### src/rtl/mac_unit_pkg.sv
// Shared types and constants for the iterative MADD/MADDU/MSUB/MSUBU engine.
package mac_unit_pkg;

    localparam int MAC_WIDTH = 32;

    typedef enum logic [1:0] {
        S_IDLE = 2'd0,
        S_MUL  = 2'd1,
        S_ACC  = 2'd2,
        S_DONE = 2'd3
    } mac_state_e;

    // Per-operation controls captured when start is accepted.
    typedef struct packed {
        logic neg;
        logic sub;
    } mac_ctl_t;

endpackage

### src/rtl/mac_unit_if.sv
// EX-stage <-> MAC engine signal bundle; the engine takes the slave side.
interface mac_unit_if #(
    parameter int WIDTH = 32
);
    logic                 start;
    logic                 signed_op;
    logic                 sub_op;
    logic [WIDTH-1:0]     opdata1;
    logic [WIDTH-1:0]     opdata2;
    logic [2*WIDTH-1:0]   hilo_i;
    logic                 annul;
    logic [2*WIDTH-1:0]   result_o;
    logic                 ready_o;
    logic                 stallreq_o;

    modport master (
        output start, signed_op, sub_op, opdata1, opdata2, hilo_i, annul,
        input  result_o, ready_o, stallreq_o
    );

    modport slave (
        input  start, signed_op, sub_op, opdata1, opdata2, hilo_i, annul,
        output result_o, ready_o, stallreq_o
    );
endinterface

### src/rtl/mac_unit.sv
// Iterative multiply-accumulate: 32-cycle shift-add on magnitudes, then sign
// fix-up and HI/LO add/subtract in one ACC cycle.
module mac_unit
    import mac_unit_pkg::*;
#(
    parameter int WIDTH = MAC_WIDTH
) (
    input  logic        clk,
    input  logic        rst,
    mac_unit_if.slave   bus
);

    localparam int CNT_W = $clog2(WIDTH);
    localparam int DW    = 2 * WIDTH;

    mac_state_e         r_state;
    mac_state_e         w_state_n;
    logic [CNT_W-1:0]   r_cnt;
    logic [DW-1:0]      r_mcand;
    logic [WIDTH-1:0]   r_mplier;
    logic [DW-1:0]      r_prod;
    logic [DW-1:0]      r_hilo;
    logic [DW-1:0]      r_result;
    mac_ctl_t           r_ctl;

    logic               w_accept;
    logic [WIDTH-1:0]   w_mag1;
    logic [WIDTH-1:0]   w_mag2;
    logic [DW-1:0]      w_p;
    logic [DW-1:0]      w_acc;

    // Negating the most negative value yields 2^(WIDTH-1), which is exact unsigned.
    assign w_mag1 = (bus.signed_op && bus.opdata1[WIDTH-1]) ? -bus.opdata1 : bus.opdata1;
    assign w_mag2 = (bus.signed_op && bus.opdata2[WIDTH-1]) ? -bus.opdata2 : bus.opdata2;

    assign w_accept = (r_state == S_IDLE) && bus.start && !bus.annul;

    assign w_p   = r_ctl.neg ? -r_prod : r_prod;
    assign w_acc = r_ctl.sub ? (r_hilo - w_p) : (r_hilo + w_p);

    always_ff @(posedge clk or negedge rst) begin
        if (!rst) begin
            r_state <= S_IDLE;
        end else begin
            r_state <= w_state_n;
        end
    end

    always_comb begin
        w_state_n = r_state;
        case (r_state)
            S_IDLE: if (bus.start) w_state_n = S_MUL;
            S_MUL:  if (r_cnt == CNT_W'(WIDTH - 1)) w_state_n = S_ACC;
            S_ACC:  w_state_n = S_DONE;
            S_DONE: w_state_n = S_IDLE;
            default: w_state_n = S_IDLE;
        endcase
        if (bus.annul) w_state_n = S_IDLE;
    end

    always_ff @(posedge clk or negedge rst) begin
        if (!rst) begin
            r_cnt    <= '0;
            r_mcand  <= '0;
            r_mplier <= '0;
            r_prod   <= '0;
            r_hilo   <= '0;
            r_ctl    <= '0;
            r_result <= '0;
        end else begin
            if (w_accept) begin
                r_cnt     <= '0;
                r_prod    <= '0;
                r_mcand   <= {{WIDTH{1'b0}}, w_mag1};
                r_mplier  <= w_mag2;
                r_hilo    <= bus.hilo_i;
                r_ctl.neg <= bus.signed_op & (bus.opdata1[WIDTH-1] ^ bus.opdata2[WIDTH-1]);
                r_ctl.sub <= bus.sub_op;
            end else if (r_state == S_MUL) begin
                if (r_mplier[0]) r_prod <= r_prod + r_mcand;
                r_mcand  <= r_mcand << 1;
                r_mplier <= r_mplier >> 1;
                r_cnt    <= r_cnt + 1'b1;
            end
            // A flush during ACC must leave the previous result visible.
            if ((r_state == S_ACC) && !bus.annul) r_result <= w_acc;
        end
    end

    assign bus.result_o   = r_result;
    assign bus.ready_o    = (r_state == S_DONE) && !bus.annul;
    assign bus.stallreq_o = rst && !bus.annul &&
                            (((r_state == S_IDLE) && bus.start) ||
                             (r_state == S_MUL) || (r_state == S_ACC));

endmodule

### src/flat_wrapper.sv
// flat-port wrapper written by rule: the top's interface ports become plain ports
module mac_unit_flat import mac_unit_pkg::*;
#(
    parameter int WIDTH = MAC_WIDTH
)
  (clk, rst, bus_start, bus_signed_op, bus_sub_op, bus_opdata1, bus_opdata2, bus_hilo_i, bus_annul, bus_result_o, bus_ready_o, bus_stallreq_o);
  mac_unit_if #(.WIDTH(WIDTH)) bus_i ();
  input  logic clk;
  input  logic rst;
  input wire logic [$bits(bus_i.start)-1:0] bus_start;
  input wire logic [$bits(bus_i.signed_op)-1:0] bus_signed_op;
  input wire logic [$bits(bus_i.sub_op)-1:0] bus_sub_op;
  input wire logic [$bits(bus_i.opdata1)-1:0] bus_opdata1;
  input wire logic [$bits(bus_i.opdata2)-1:0] bus_opdata2;
  input wire logic [$bits(bus_i.hilo_i)-1:0] bus_hilo_i;
  input wire logic [$bits(bus_i.annul)-1:0] bus_annul;
  output wire logic [$bits(bus_i.result_o)-1:0] bus_result_o;
  output wire logic [$bits(bus_i.ready_o)-1:0] bus_ready_o;
  output wire logic [$bits(bus_i.stallreq_o)-1:0] bus_stallreq_o;
  assign bus_i.start = bus_start;
  assign bus_i.signed_op = bus_signed_op;
  assign bus_i.sub_op = bus_sub_op;
  assign bus_i.opdata1 = bus_opdata1;
  assign bus_i.opdata2 = bus_opdata2;
  assign bus_i.hilo_i = bus_hilo_i;
  assign bus_i.annul = bus_annul;
  assign bus_result_o = bus_i.result_o;
  assign bus_ready_o = bus_i.ready_o;
  assign bus_stallreq_o = bus_i.stallreq_o;
  mac_unit #(.WIDTH(WIDTH)) u_core (.clk(clk), .rst(rst), .bus(bus_i));
endmodule
### config.mk
export PLATFORM = sky130hd
export DESIGN_NAME = mac_unit_flat
export DESIGN_NICKNAME = d
export VERILOG_FILES = /design/src/rtl/mac_unit_pkg.sv /design/src/rtl/mac_unit_if.sv /design/src/rtl/mac_unit.sv /design/src/flat_wrapper.sv
export SDC_FILE = /design/constraint.sdc
export NUM_CORES = 1
export LEC_CHECK = 0
export CAP_MARGIN = 5
export CELL_PAD_IN_SITES_DETAIL_PLACEMENT = 1
export CELL_PAD_IN_SITES_GLOBAL_PLACEMENT = 1
export CORE_UTILIZATION = 30
export CTS_CLUSTER_SIZE = 10
export DETAILED_ROUTE_END_ITERATION = 12
export HOLD_SLACK_MARGIN = 0.06
export PLACE_DENSITY_LB_ADDON = 0.1
export SYNTH_ARGS = -nofsm -noshare
export SYNTH_HDL_FRONTEND = slang
export SYNTH_SLANG_ARGS = --single-unit
export TNS_END_PERCENT = 20
### constraint.sdc
create_clock -name clk -period 12 [get_ports clk]
set_input_delay 3 -clock clk [delete_from_list [all_inputs] [get_ports clk]]
set_output_delay 3 -clock clk [all_outputs]
set_load 0.05 [all_outputs]
==> results.json <==
{
  "yosysUniqueCellTypes": 79,
  "r2r-end": "u_core.bus.result_o[55]",
  "hpwlAfterDp_mm": 61.1,
  "yosys_warnings": 0,
  "grt-busiest-layer": "met2",
  "grt_usage": 0.193,
  "final_common_cell": "nand2_1",
  "drc_errors": 0,
  "post_cts_buffers": 0,
  "grt_max_degree": 182,
  "routed_wl_mm": 78.7,
  "postSynthCellCount": 2979,
  "routabilityCongestion": 0.881,
  "path_class": "input port to output port",
  "ant_nets": 0,
  "io_pins": 200,
  "drive_gt1_frac": 0.0376,
  "holdPathStages": 2,
  "fillCellCount": 9279,
  "drv_slew": 0,
  "final.period_utilization": 0.686,
  "wire_per_inst_um": 19.1,
  "rsz0062_at_grt": "false",
  "skew_ns": 0.0256,
  "path_clk_slew_ns": 0.05,
  "vias": 21700,
  "regArea_mm2": 0.00743,
  "final_nets": 3335,
  "crit_slowest_cell": "clkdlybuf4s50_1",
  "grtUsageMet1": 0.275,
  "cts_resized": 0,
  "fmax_mhz": 121,
  "cts_hold_buf": 0,
  "multi_input_area_mm2": 0.0154,
  "r2r-start": "u_core.r_prod[1]",
  "viasPerCell": 5.25,
  "setup-violations-final": 0,
  "worstPathRequired_ns": 9.00,
  "timing.critical_path.slowest_cell_delay_ns": 0.91,
  "max_slew.worst_pin.slew_ns": 1.15,
  "cts_made_buffers": 41,
  "tns_ns": 0,
  "die-height_um": 283,
  "cp.arrival_ns": 5.23,
  "yosysSeqAreaShare": 0.313,
  "drv_cap": 0,
  "path_cells": "clkdlybuf4s50_1 -> nand2b_1 -> a21oi_1 -> clkdlybuf4s50_1",
  "cp-end-kind": "output port",
  "hold_path.startpoint": "u_core.bus.result_o[46]",
  "synth_nets": 3251,
  "hp-class": "register to register",
  "cts_tree": "yes",
  "grt_pass1_wl_mm": 127,
  "firstDrtPassIters": 5,
  "cts.sinks": 297,
  "grtUsageMet2": 0.312,
  "synth_top_area_frac": 0.313,
  "final_cell_mix": "548 x nand2_1, 295 x dfrtp_1, 243 x a21oi_1",
  "dieArea_mm2": 0.0802,
  "status": "completed",
  "max-slew-margin-rel": 0.224,
  "min_period_ns": 8.23,
  "async_reset_ff_frac": 1.00,
  "cp_max_fo": 8,
  "yosys.area.top_type": "dfrtp_1",
  "area_delta_synth_final_pct": 17.3,
  "cts_root_buf": "clkbuf_16",
  "coreArea_mm2": 0.0778,
  "rrSetupSlack_ns": 3.97,
  "clock_path_buffers": 3,
  "min_to": "u_core.bus.result_o[46]",
  "synth.avg_cell_area_um2": 7.96,
  "netlist_area_mm2": 0.0237,
  "synth-edff-count": 0,
  "port_buffers": 199,
  "rows": 102,
  "gr-total-overflow": 0,
  "hold_viol_final": 0,
  "die_x_um": 283,
  "insertedDiodeCount": 0,
  "synth.ff_latch_count": 297,
  "ff2ff_path_depth": 20,
  "htree_num_levels": 2,
  "start_util": 0.305,
  "antenna_found_initial": 2,
  "synth_area_leaders": "dfrtp_1 31%, nand2_1 8.7%, ha_1 7.2%, xor2_1 5.8%, a21oi_1 5.1%",
  "clk_latency_ns": 0.57,
  "crit_top_cell": "clkdlybuf4s50_1",
  "crit_path_start_kind": "input port",
  "dominantRegCellSynth": "dfrtp_1",
  "grt_use_met3": 0.0247,
  "grt_pass1_vias": 22400,
  "drtIter0Drc": 913
}
## cell families after synthesis
logic type	count (synthesis)	synth area share
AOI/OAI and AO/OA	816	0.213
buffers and inverters	232	0.0381
muxes	99	0.0418
xor gates and xnor gates	286	0.106
and+or+nand+nor	1111	0.215
DFF	297	0.313
adders and majority gates	138	0.0734
## final cells by class
class | instances | share of cell area
Inverter | 59 | 0.00796
Clock inverter | 10 | 0.00431
Timing Repair Buffer | 214 | 0.0762
Clock buffer | 58 | 0.0435
Multi-Input combinational cell | 2450 | 0.554
Sequential cell | 297 | 0.267
Tap cell | 1040 | 0.0467
## registers in the layout (all words and copies together) (netlist names)
register             count
u_core.r_state           2
u_core.r_mplier         32
u_core.r_ctl             2
u_core.r_mcand          64
u_core.r_prod           64
u_core.r_cnt             5
u_core.r_hilo           64
u_core.bus.result_o     64
## stage by stage
stage	area (um^2)	utilization	setup WS, ns	hold slack [ns]	instances
2_1_floorplan	23700	-	5.11	0.452	2979
3_3_place_gp	26500	0.340	3.75	0.465	4060
3_5_place_dp	26500	0.340	3.77	0.472	4060
4_1_cts	27800	0.358	3.75	0.483	4128
5_1_grt	27800	0.358	3.09	0.499	4128
6_report	27800	0.358	3.77	0.476	4128
## metal layers
metal	vias to the layer above	share of wire
li1	10800	-
met1	10500	0.51
met2	285	0.45
met3	91	0.030
met4	2	0.018
met5	-	0.00017
## synth_stat cells, types with 6 or more instances
master / instances
or3_1: 30
buf_2: 7
o21ai_0: 231
dfrtp_1: 297
nand2b_1: 30
or2_2: 12
buf_1: 19
ha_1: 136
mux2i_1: 98
nand3_1: 62
nand4_1: 47
o31ai_1: 31
nor4_1: 20
nor3_1: 45
o21bai_1: 22
o41ai_1: 27
clkbuf_1: 143
inv_1: 58
and4_1: 6
nor2_1: 193
xor2_1: 158
a2111oi_0: 11
a21oi_1: 243
and3_1: 26
or4_1: 15
a211oi_1: 21
nand2_1: 549
a31oi_1: 43
nor2b_1: 19
a21o_1: 86
o2111ai_1: 8
a211o_1: 6
nor3b_1: 9
a41oi_1: 7
o21a_1: 14
and2_1: 24
xnor2_1: 127
o211ai_1: 16
## worst max-delay path, delay by kind of cell
family,cells,cell delay [ns]
simple gates,1,0.26
buf+inv,2,1.55
compound gates,1,0.42
## how the worst max path moves through the flow
stage / startpoint / cells after the start / slack, ns / to
2_1_floorplan: bus_annul / 2 / 5.11 / bus_stallreq_o
6_report: bus_annul / 4 / 3.77 / bus_stallreq_o
3_3_place_gp: bus_annul / 4 / 3.75 / bus_stallreq_o
4_1_cts: bus_annul / 4 / 3.75 / bus_stallreq_o
5_1_grt: u_core.r_prod[1] / 20 / 3.09 / u_core.bus.result_o[55]
3_5_place_dp: bus_annul / 4 / 3.77 / bus_stallreq_o
Power is left out: the tool's default activity adds up to more than one toggle a clock period on the data nets, which glitch-free logic cannot reach.
